### src/rtl/genadc_pkg.sv
// Shared types and constant helpers for the ADC-to-BCD display generator.
package genadc_pkg;

  typedef enum logic [1:0] {
    REQ     = 2'd0,
    WAITLOW = 2'd1,
    CONV    = 2'd2,
    COMMIT  = 2'd3
  } state_t;

  function automatic int clog2(input int v);
    int r;
    r = 0;
    while ((1 << r) < v) r++;
    return r;
  endfunction

  function automatic int pow10(input int n);
    int r;
    r = 1;
    for (int i = 0; i < n; i++) r = r * 10;
    return r;
  endfunction

endpackage

### src/rtl/genadcbcd_bindbl.sv
// Sequential double-dabble shifter: binary value and BCD digits share one
// shift register so the bit leaving the top of the BCD field simply drops out.
module bindbl #(
  parameter int DW = 12,
  parameter int ND = 4
) (
  input  logic              genclk,
  input  logic              reset,
  input  logic              load,
  input  logic [DW-1:0]     bin,
  input  logic              step,
  output logic [4*ND-1:0]   bcd
);

  logic [4*ND+DW-1:0] sh;
  logic [4*ND+DW-1:0] adj;

  assign bcd = sh[4*ND+DW-1 -: 4*ND];

  // add 3 to every BCD nibble that is 5 or more before the next shift
  always_comb begin
    adj = sh;
    for (int k = 0; k < ND; k++) begin
      if (sh[DW + 4*k +: 4] >= 4'd5)
        adj[DW + 4*k +: 4] = sh[DW + 4*k +: 4] + 4'd3;
    end
  end

  // load clears the digits and parks the binary value below them
  always_ff @(posedge genclk) begin
    if (reset)
      sh <= '0;
    else if (load)
      sh <= {{(4*ND){1'b0}}, bin};
    else if (step)
      sh <= adj << 1;
  end

endmodule

### src/rtl/genadcbcd.sv
// ADC sample to BCD display generator: 4-phase handshake to the ADC driver,
// optional averaging, saturating BCD conversion and a digit mux for the LCD.
//
//   state   | meaning
//   REQ     | raise adcdav when idle, capture sample on davadc
//   WAITLOW | wait for davadc to drop before a new request
//   CONV    | one double-dabble step per cycle, DW cycles
//   COMMIT  | copy digits and overflow flag, pulse bcdvalid
module genadcbcd import genadc_pkg::*; #(
  parameter int DW       = 12,
  parameter int NCH      = 2,
  parameter int ND       = 4,
  parameter int AVG_LOG2 = 0
) (
  input  logic                                      genclk,
  input  logic                                      reset,
  input  logic [((NCH > 1) ? clog2(NCH) : 1)-1:0]   chsel,
  input  logic                                      hold,
  output logic                                      adcdav,
  input  logic                                      davadc,
  input  logic [NCH*DW-1:0]                         adcdata,
  input  logic [((ND > 1) ? clog2(ND) : 1)-1:0]     digitmux,
  output logic [3:0]                                data,
  output logic                                      bcdvalid,
  output logic                                      ovf
);

  localparam int CW   = (NCH > 1) ? clog2(NCH) : 1;
  localparam int AW   = DW + AVG_LOG2;
  localparam int KW   = AVG_LOG2 + 1;
  localparam int NS   = 1 << AVG_LOG2;
  localparam int SW   = clog2(DW + 1);
  localparam int MAXV = pow10(ND) - 1;

  state_t          state, nstate;
  logic [CW-1:0]   chl;
  logic [AW-1:0]   acc, sum;
  logic [KW-1:0]   cnt;
  logic [SW-1:0]   stepcnt;
  logic [DW-1:0]   sample, val, ldval;
  logic            last, over, ovf_n;
  logic            req_go, cap, step, commit;
  logic [4*ND-1:0] bcd, digits;

  // select the latched channel and form the batch result
  always_comb begin
    sample = '0;
    for (int k = 0; k < NCH; k++) begin
      if (int'(chl) == k) sample = adcdata[k*DW +: DW];
    end
    sum   = acc + AW'(sample);
    last  = (cnt == KW'(NS - 1));
    val   = DW'(sum >> AVG_LOG2);
    over  = (32'(val) > 32'(MAXV));
    ldval = over ? DW'(MAXV) : val;
  end

  // state register
  always_ff @(posedge genclk) begin
    if (reset) state <= REQ;
    else       state <= nstate;
  end

  // next state and per-cycle strobes
  always_comb begin
    nstate = state;
    req_go = 1'b0;
    cap    = 1'b0;
    step   = 1'b0;
    commit = 1'b0;
    case (state)
      REQ: begin
        if (adcdav && davadc) begin
          cap    = 1'b1;
          nstate = last ? CONV : WAITLOW;
        end else if (!adcdav && !davadc && !hold) begin
          req_go = 1'b1;
        end
      end
      WAITLOW: if (!davadc) nstate = REQ;
      CONV: begin
        step = 1'b1;
        if (stepcnt == '0) nstate = COMMIT;
      end
      COMMIT: begin
        commit = 1'b1;
        nstate = WAITLOW;
      end
      default: nstate = REQ;
    endcase
  end

  // handshake, accumulator, step timer and committed digits
  always_ff @(posedge genclk) begin
    if (reset) begin
      adcdav   <= 1'b0;
      bcdvalid <= 1'b0;
      ovf      <= 1'b0;
      ovf_n    <= 1'b0;
      chl      <= '0;
      acc      <= '0;
      cnt      <= '0;
      stepcnt  <= '0;
      digits   <= '0;
    end else begin
      bcdvalid <= commit;
      if (req_go) begin
        adcdav <= 1'b1;
        if (cnt == '0) chl <= (int'(chsel) < NCH) ? chsel : '0;
      end
      if (cap) begin
        adcdav <= 1'b0;
        if (last) begin
          acc     <= '0;
          cnt     <= '0;
          ovf_n   <= over;
          stepcnt <= SW'(DW - 1);
        end else begin
          acc <= sum;
          cnt <= cnt + 1'b1;
        end
      end
      if (step && stepcnt != '0) stepcnt <= stepcnt - 1'b1;
      if (commit) begin
        digits <= bcd;
        ovf    <= ovf_n;
      end
    end
  end

  bindbl #(.DW(DW), .ND(ND)) u_dd (
    .genclk (genclk),
    .reset  (reset),
    .load   (cap && last),
    .bin    (ldval),
    .step   (step),
    .bcd    (bcd)
  );

  // digit mux; out-of-range selects read as zero
  always_comb begin
    data = 4'd0;
    for (int k = 0; k < ND; k++) begin
      if (int'(digitmux) == k) data = digits[k*4 +: 4];
    end
  end

endmodule

### config.mk
export PLATFORM = sky130hd
export DESIGN_NAME = genadcbcd
export DESIGN_NICKNAME = d
export VERILOG_FILES = /design/src/rtl/genadc_pkg.sv /design/src/rtl/genadcbcd_bindbl.sv /design/src/rtl/genadcbcd.sv
export SDC_FILE = /design/constraint.sdc
export NUM_CORES = 1
export LEC_CHECK = 0
export BUFFER_PORTS_ARGS = -buffer_cell sky130_fd_sc_hd__clkbuf_2
export CORE_AREA = 10 10 80 82
export CTS_CLUSTER_DIAMETER = 100
export CTS_CLUSTER_SIZE = 20
export DETAILED_ROUTE_END_ITERATION = 10
export DIE_AREA = 0 0 90 92
export GPL_TIMING_DRIVEN = 1
export PLACE_DENSITY_LB_ADDON = 0.1
export SLEW_MARGIN = 20
export SYNTH_ARGS = -nofsm -noshare
export SYNTH_HDL_FRONTEND = slang
export SYNTH_SLANG_ARGS = --single-unit
### constraint.sdc
create_clock -name genclk -period 1.6 [get_ports genclk]
set_input_delay 0.32 -clock genclk [delete_from_list [all_inputs] [get_ports genclk]]
set_output_delay 0.32 -clock genclk [all_outputs]
set_load 0.005 [all_outputs]
==> results.md, run 1 <==
* CTS resizes at 0
* Sequential share of the synthesized area at 40.71%
* Worst path max stage delay at 460 ps
* CTS max path bufs at 2
* First-pass GRT wire length at 9936 um
* VDD IR-drop max at 0.4880 mV
* Required @ worst endpoint at 1280 ps
* Final hold vios at 0
* DRT Wirelength at 5610 um
* Post-CTS Setup Bufs at 0
* LEAKAGE at 1.119 nW
* Reg clk slew, reported paths at 100 ps
* Setup crit end: data[3]
* Nets@finish at 359
* Slowest CP cell: mux4_2
* Non-filler cells, final at 389
* DP HPWL at 3971 um
* Synth Register Bits at 53
* Num CTS Buffers at 5
* Area grow syn2layout at 13.63%
* Io pins at 38
* Max FO, Critical Path at 2
* Max Cap Viol at 0
* Gpl congestion at 0.7950
* Commonest non-fill, non-tap cell in the layout: dfxtp_1
* Total die area at 0.008280 mm2
* Clock sink count at 53
* Layout cells sized above 1 at 26.65%
* Routed Antenna Nets at 0
* Final core utilization at 60.29%
* Status: completed
* Core area at 0.004912 mm2
* Routed length per instance at 14.42 um
* Initial Util at 53.06%
* Filler instances at 442
* Post-Place Cells at 381
* Hold-fix buffers at CTS at 0
* DR vias at 2135
* DIE HEIGHT at 92 um
* Worst-skew pair later-pin latency at 310 ps
* Synth unique cells at 40
* Final Critical Period at 1541 ps
* Worst reg2reg path startpoint: u_dd.sh[16]
* H-tree Lvls at 2
* DRC viols at 0
* Hold crit path type: in -> reg
* Fmax at 0.6490 GHz
* Worst r2r path cells at 6
* Clock root cell: clkbuf_8
* Ys Warns at 0
* CP endpoint kind: primary output
* Most frequent cells in the layout: dfxtp_1 (52), nand2_1 (38), clkbuf_2 (36)
* Final worst path period share at 96.30%
* Pwr Density at 833.3 mW/mm2
* CTS tree: built
* Vias in the first global route at 2115
* PortBufs at 36
* 1st-pass router iterations at 7
* Detailed Route Iter0 Violations at 160
* Mapped Cells at 287
* Total power at 2.468 mW
* Worst setup startpoint: digits[15]
* Clk_skew at 7.011 ps
* Number of core rows at 26
* Initial antenna violation count at 0
* Post-Syn Nets at 328
* Largest net degree at the start of global routing at 42
* Final setup vio count at 0
* Worst R2R End: u_dd.sh[17]
* WS Path Type: reg -> out
* GRT overflow at 0
* Syn_area_per_cell at 9.081 um2
* Via density per instance at 5.488
* Antenna cells at 0
* Pins Over Slew Limit at 0
* Critical path cell sequence: mux4_2, clkbuf_2
* R2r setup slk at 90 ps
* Synthesized area at 0.002606 mm2
* Gr usage total at 14.21%
* Critical path startpoint category: register
* Worst Path Arrival at 1220 ps
* Die Wd at 90 um
* Setup TNS at 0 ps
-- per-layer routing --
layer  GRT usage [%]  routed length, um  vias up
met4           4.377                 63        0
met1           17.49               2648      992
li1                -                  -     1103
met3           3.749                197        4
met2           23.79               2700       36
met5               0                  0        -
-- cells in the mapped netlist (all sizes together) --
master,instances,area [um2]
o21ai,9,45.04
nor2b,2,12.51
mux2,12,135.1
nand2b,5,38.78
clkbuf,8,32.53
a222oi,11,110.1
or2,2,15.02
nand3,4,20.02
a31oi,4,25.02
dfxtp,53,1061
nor3b,4,30.03
inv,10,37.54
a41oi,3,26.28
a22o,4,35.03
nand2,38,142.6
ha,10,125.1
a22oi,1,7.510
a2111oi,3,32.53
a31o,1,8.760
nor2,27,108.9
conb,1,3.750
and2,1,6.260
mux2i,5,50.05
nand3b,3,22.52
nor3,7,40.04
buf,13,97.59
mux4,4,90.09
a21oi,31,158.9
or4,1,11.26
a211oi,9,67.56
o41ai,1,8.760
-- worst min-delay path by stage --
stage / to / from / slack [ps] / cells after the start
final: chl / chsel / 240 / 3
after global routing: chl / chsel / 250 / 3
after CTS: chl / chsel / 240 / 3
after detailed placement: digits[10] / digits[10] / 450 / 2
after global placement: digits[6] / digits[6] / 440 / 2
after floorplan: u_dd.sh[12] / u_dd.sh[11] / 430 / 2
-- per-stage QoR --
stage	setup WS (ps)	instance area, um2	hold WS [ps]
2_1_floorplan	224.6	2606	430.7
3_3_place_gp	143.9	2839	444.1
3_5_place_dp	98.36	2839	449.8
4_1_cts	39.33	2935	235.1
5_1_grt	-71.49	2962	253.3
6_report	59.25	2962	241.7
-- power by group --
part	switching (mW)	internal (mW)
registers	0.0283	1.35
clock network	0.436	0.351
logic	0.159	0.145
-- flip-flops by register name, summed over array words and instances, names as in the netlist --
| name | cells |
|---|---|
| u_dd.sh | 28 |
| digits | 16 |
| stepcnt | 4 |
| state | 2 |
| adcdav | 1 |
| bcdvalid | 1 |
| chl | 1 |
-- final cells by class --
type / instances / area, um2 / area share [%]
clock inverters: 2 / 13.76 / 0.4647
repair buffers: 45 / 272.8 / 9.210
clock buffers: 6 / 82.58 / 2.788
flip-flops and latches: 53 / 1062 / 35.87
inverters: 10 / 37.54 / 1.267
multi-input cells: 203 / 1405 / 47.44
well taps: 70 / 87.58 / 2.957
-- worst max-delay path, delay by kind of cell, from the launching register on --
kind / cells / cell delay, ps
muxes: 1 / 460
DFF: 1 / 330
buffers and inverters: 1 / 130
-- kinds of logic after synthesis --
kind of cell	count (synthesis)	share of synthesized area, %
AO/OA/AOI/OAI	77	20.16
adder cells (fa/ha/maj)	10	4.801
buffers and inverters	31	6.433
flip-flops	53	40.71
multiplexers	21	10.56
other	1	0.1439
AND/OR/NAND/NOR	94	17.19
Power figures use the tool's default switching activity.
==> inputs of run 2 (changes only) <==
clock period = 1.55 ns   (was 1.6 ns; I/O delays follow)
==> results.md, run 2 (same netlist as run 1, synthesis figures left out) <==
* Status: completed
* Worst r2r path cells at 6
* Pins Over Slew Limit at 0
* Hold-fix buffers at CTS at 0
* Critical path startpoint category: register
* Required @ worst endpoint at 1240 ps
* VDD IR-drop max at 0.5418 mV
* DR vias at 2144
* Core area at 0.004912 mm2
* WS Path Type: reg -> out
* Gpl congestion at 0.7599
* Final worst path period share at 98.48%
* DRT Wirelength at 5588 um
* Fmax at 0.6551 GHz
* Commonest non-fill, non-tap cell in the layout: dfxtp_1
* Max Cap Viol at 0
* Setup TNS at 0 ps
* DIE HEIGHT at 92 um
* Clock sink count at 53
* Biggest regs: u_dd.sh: 28 flops, digits: 16 flops, stepcnt: 4 flops
* H-tree Lvls at 2
* Antenna cells at 0
* LEAKAGE at 1.128 nW
* RSZ-0062 raised after global routing: yes
* Largest net degree at the start of global routing at 42
* DRC viols at 0
* Via density per instance at 5.526
* Io pins at 38
* Initial Util at 53.06%
* GRT overflow at 0
* Pwr Density at 901.0 mW/mm2
* Worst hold path depth at 3
* Max reg flops at 28
* Filler instances at 430
* Hold crit path type: in -> reg
* PortBufs at 36
* Reg clk slew, reported paths at 90 ps
* Worst Path Arrival at 1220 ps
* Worst-skew pair later-pin latency at 300 ps
* Routed length per instance at 14.40 um
* Final setup margin at 23.49 ps
* Initial antenna violation count at 0
* Number of core rows at 26
* Final hold vios at 0
* Num CTS Buffers at 5
* Nets@finish at 358
* CP endpoint kind: primary output
* Max FO, Critical Path at 2
* Hold_ws at 217.5 ps
* CTS tree: built
* Clock root cell: clkbuf_8
* Total die area at 0.008280 mm2
* Vias in the first global route at 2130
* 1st-pass router iterations at 4
* Clk_skew at 3.173 ps
* Post-Place Cells at 380
* Most frequent cells in the layout: dfxtp_1 (45), nand2_1 (38), clkbuf_2 (36)
* Area grow syn2layout at 14.83%
* Final Critical Period at 1527 ps
* Cell area after layout at 0.002993 mm2
* CTS max path bufs at 2
* DP HPWL at 3961 um
* Final setup vio count at 0
* Non-filler cells, final at 388
* Routed Antenna Nets at 0
* Placed inst area at 0.002844 mm2
* Gr usage total at 13.37%
* Dpl ws at -5.765 ps
* Layout cells sized above 1 at 27.99%
* Die Wd at 90 um
* Most flops, register: u_dd.sh
* Detailed Route Iter0 Violations at 121
* First-pass GRT wire length at 9473 um
run 2: repair_timing:
item / CTS / global route
gates cloned: 0 / 0
buffers inserted: 0 / 0
endpoints found under the setup margin: 1 / 13
pin swaps: 0 / 3
gates resized for setup: 2 / 12
run 2: worst max-delay path, cell delays in order (launching register included):
cell	delay, ps
dfxtp_2	340
mux4_2	450
clkbuf_2	120
run 2: layout make-up:
cell class / instances / area, um2 / share of cell area (%)
sequential: 53 / 1071 / 35.79
inverter: 10 / 37.54 / 1.254
timing repair buffer: 44 / 277.8 / 9.281
clock inverter: 1 / 30.03 / 1.003
clock buffer: 7 / 86.33 / 2.885
multi-input combinational: 203 / 1403 / 46.86
tap: 70 / 87.58 / 2.926
run 2: metal layers:
layer | vias to the layer above | track usage, % | routed length, um
li1 | 1095 | - | -
met1 | 992 | 15.32 | 2483
met2 | 52 | 23.85 | 2751
met3 | 5 | 3.341 | 299
met4 | 0 | 4.377 | 53
met5 | - | 0 | 0
run 2: worst paths after layout:
| kind | startpoint | to | slack [ps] |
|---|---|---|---|
| worst min register to register | digits[11] | digits[11] | 460 |
| worst max register to register | u_dd.sh[12] | u_dd.sh[13] | 70 |
| worst max-delay path | digits[12] | data[0] | 20 |
| worst min-delay path | chsel | chl | 220 |
run 2: per-stage QoR:
| stage | util [%] | power (mW) |
|---|---|---|
| after floorplan | - | 1.668 |
| after global placement | 57.90 | 1.756 |
| after detailed placement | 57.90 | 1.761 |
| after CTS | 60.39 | 2.719 |
| after global routing | 60.93 | 2.805 |
| final | 60.93 | 2.697 |
run 2: where the power goes:
| group | internal [mW] | switching, mW |
|---|---|---|
| Combinational | 0.148 | 0.163 |
| Clock | 0.527 | 0.437 |
| Sequential | 1.39 | 0.0301 |
| Total | 2.07 | 0.630 |
==> inputs of run 3 (changes only) <==
clock period = 1.72 ns   (was 1.55 ns; I/O delays follow)
==> results.md, run 3 (same netlist as run 1, synthesis figures left out) <==
* Post-CTS Setup Bufs at 0
* Final Critical Period at 1586 ps
* Hold_ws at 268.6 ps
* Number of core rows at 26
* Worst Path Arrival at 1820 ps
* DIE HEIGHT at 92 um
* Largest net degree at the start of global routing at 42
* Core area at 0.004912 mm2
* DR vias at 2113
* LEAKAGE at 1.099 nW
* Commonest non-fill, non-tap cell in the layout: dfxtp_1
* Antenna cells at 0
* Final hold vios at 0
* Io pins at 38
* Num CTS Buffers at 5
* Max reg flops at 28
* Hold crit path type: in -> reg
* CTS tree: built
* Initial antenna violation count at 0
* WS Path Type: reg -> reg
* Die Wd at 90 um
* Most flops, register: u_dd.sh
* Reg clk slew, reported paths at 90 ps
* VDD IR-drop max at 0.4309 mV
* Total die area at 0.008280 mm2
* Nets@finish at 357
* Post-Place Cells at 379
* Max FO, Critical Path at 5
* CTS resizes at 0
* Status: completed
* Pins Over Slew Limit at 0
* Gr usage total at 13.89%
* Vias in the first global route at 2077
* Fmax at 0.6305 GHz
* CTS max path bufs at 2
* H-tree Lvls at 2
* Initial Util at 53.06%
* Routed Antenna Nets at 0
* Required @ worst endpoint at 1950 ps
* Biggest regs: u_dd.sh: 28 flops, digits: 16 flops, stepcnt: 4 flops
* Max Cap Viol at 0
* 1st-pass router iterations at 5
* Hold-fix buffers at CTS at 0
* First-pass GRT wire length at 9673 um
* Gpl congestion at 0.7707
* Detailed Route Iter0 Violations at 157
* Clock sink count at 53
* Clk_skew at 5.303 ps
* Filler instances at 443
* Layout cells sized above 1 at 23.81%
* GRT overflow at 0
* Area grow syn2layout at 11.23%
* Final setup vio count at 0
* DRT Wirelength at 5622 um
* Non-filler cells, final at 385
* Final worst path period share at 92.21%
* Pwr Density at 759.2 mW/mm2
* PortBufs at 36
* Worst-skew pair later-pin latency at 300 ps
* Clock root cell: clkbuf_8
* DP HPWL at 3984 um
* CP endpoint kind: register
* Via density per instance at 5.488
* Routed length per instance at 14.60 um
* Most frequent cells in the layout: dfxtp_1 (53), nand2_1 (38), clkbuf_2 (36)
* Critical path startpoint category: register
* DRC viols at 0
run 3: cell count changes in the layout (fill, tap and decap cells not counted):
cell / change
buf_12: -1
nand2b_4: -1
dfxtp_1: +8
nand2b_2: -1
clkbuf_1: -1
a2111oi_1: +1
dfxtp_2: -8
bufinv_16: -1
nand2b_1: +2
a2111oi_2: -2
clkinv_2: +1
clkbuf_8: -1
a2111oi_0: +1
run 3: per-stage QoR:
stage               setup slack [ps]  cell area (um2)  TNS [ps]  utilization [%]  power (mW)
global placement               224.8             2824         0            57.49       1.577
detailed placement             220.8             2824         0            57.49       1.583
finish                         134.1             2899         0            59.02       2.201
floorplan                      344.6             2606         0                -       1.503
global route                  -1.957             2899    -1.957            59.02       2.314
CTS                            150.6             2898         0            58.99       2.228
run 3: worst paths after layout:
path / start / cells past startpoint / slack [ps] / end
setup / recovery: u_dd.sh[16] / 6 / 130 / u_dd.sh[17]
hold / removal: chsel / 3 / 270 / chl
setup reg to reg: u_dd.sh[16] / 6 / 130 / u_dd.sh[17]
hold reg to reg: digits[0] / 2 / 460 / digits[0]
run 3: area by class of cell:
| cell class | count | area, um2 | area share, % |
|---|---|---|---|
| clock buffer | 5 | 68.82 | 2.374 |
| clock inverter | 1 | 5.005 | 0.1726 |
| inverter | 10 | 37.54 | 1.295 |
| multi-input combinational | 203 | 1381 | 47.65 |
| sequential | 53 | 1061 | 36.60 |
| tap | 70 | 87.58 | 3.021 |
| timing repair buffer | 43 | 257.7 | 8.891 |
run 3: power by group:
part	switching, mW	leakage [nW]	internal, mW
sequential	0.0263	0.428	1.25
clock	0.380	0.0399	0.269
combinational	0.144	0.631	0.127
run 3: worst max-delay path, cell delays in order (launching register included):
cell and delay, ps:
dfxtp_1 350, inv_1 150, ha_1 210, nand2b_1 110, a2111oi_1 470, a41oi_1 80, a21oi_1 150
run 3: metal layers:
layer  part of all wire [%]  global-route usage [%]  vias up
met2                     49                   22.94       39
met5                      0                       0        -
met3                    4.4                   3.667        6
li1                       -                       -     1089
met1                     46                   17.16      979
met4                   0.98                   4.775        0
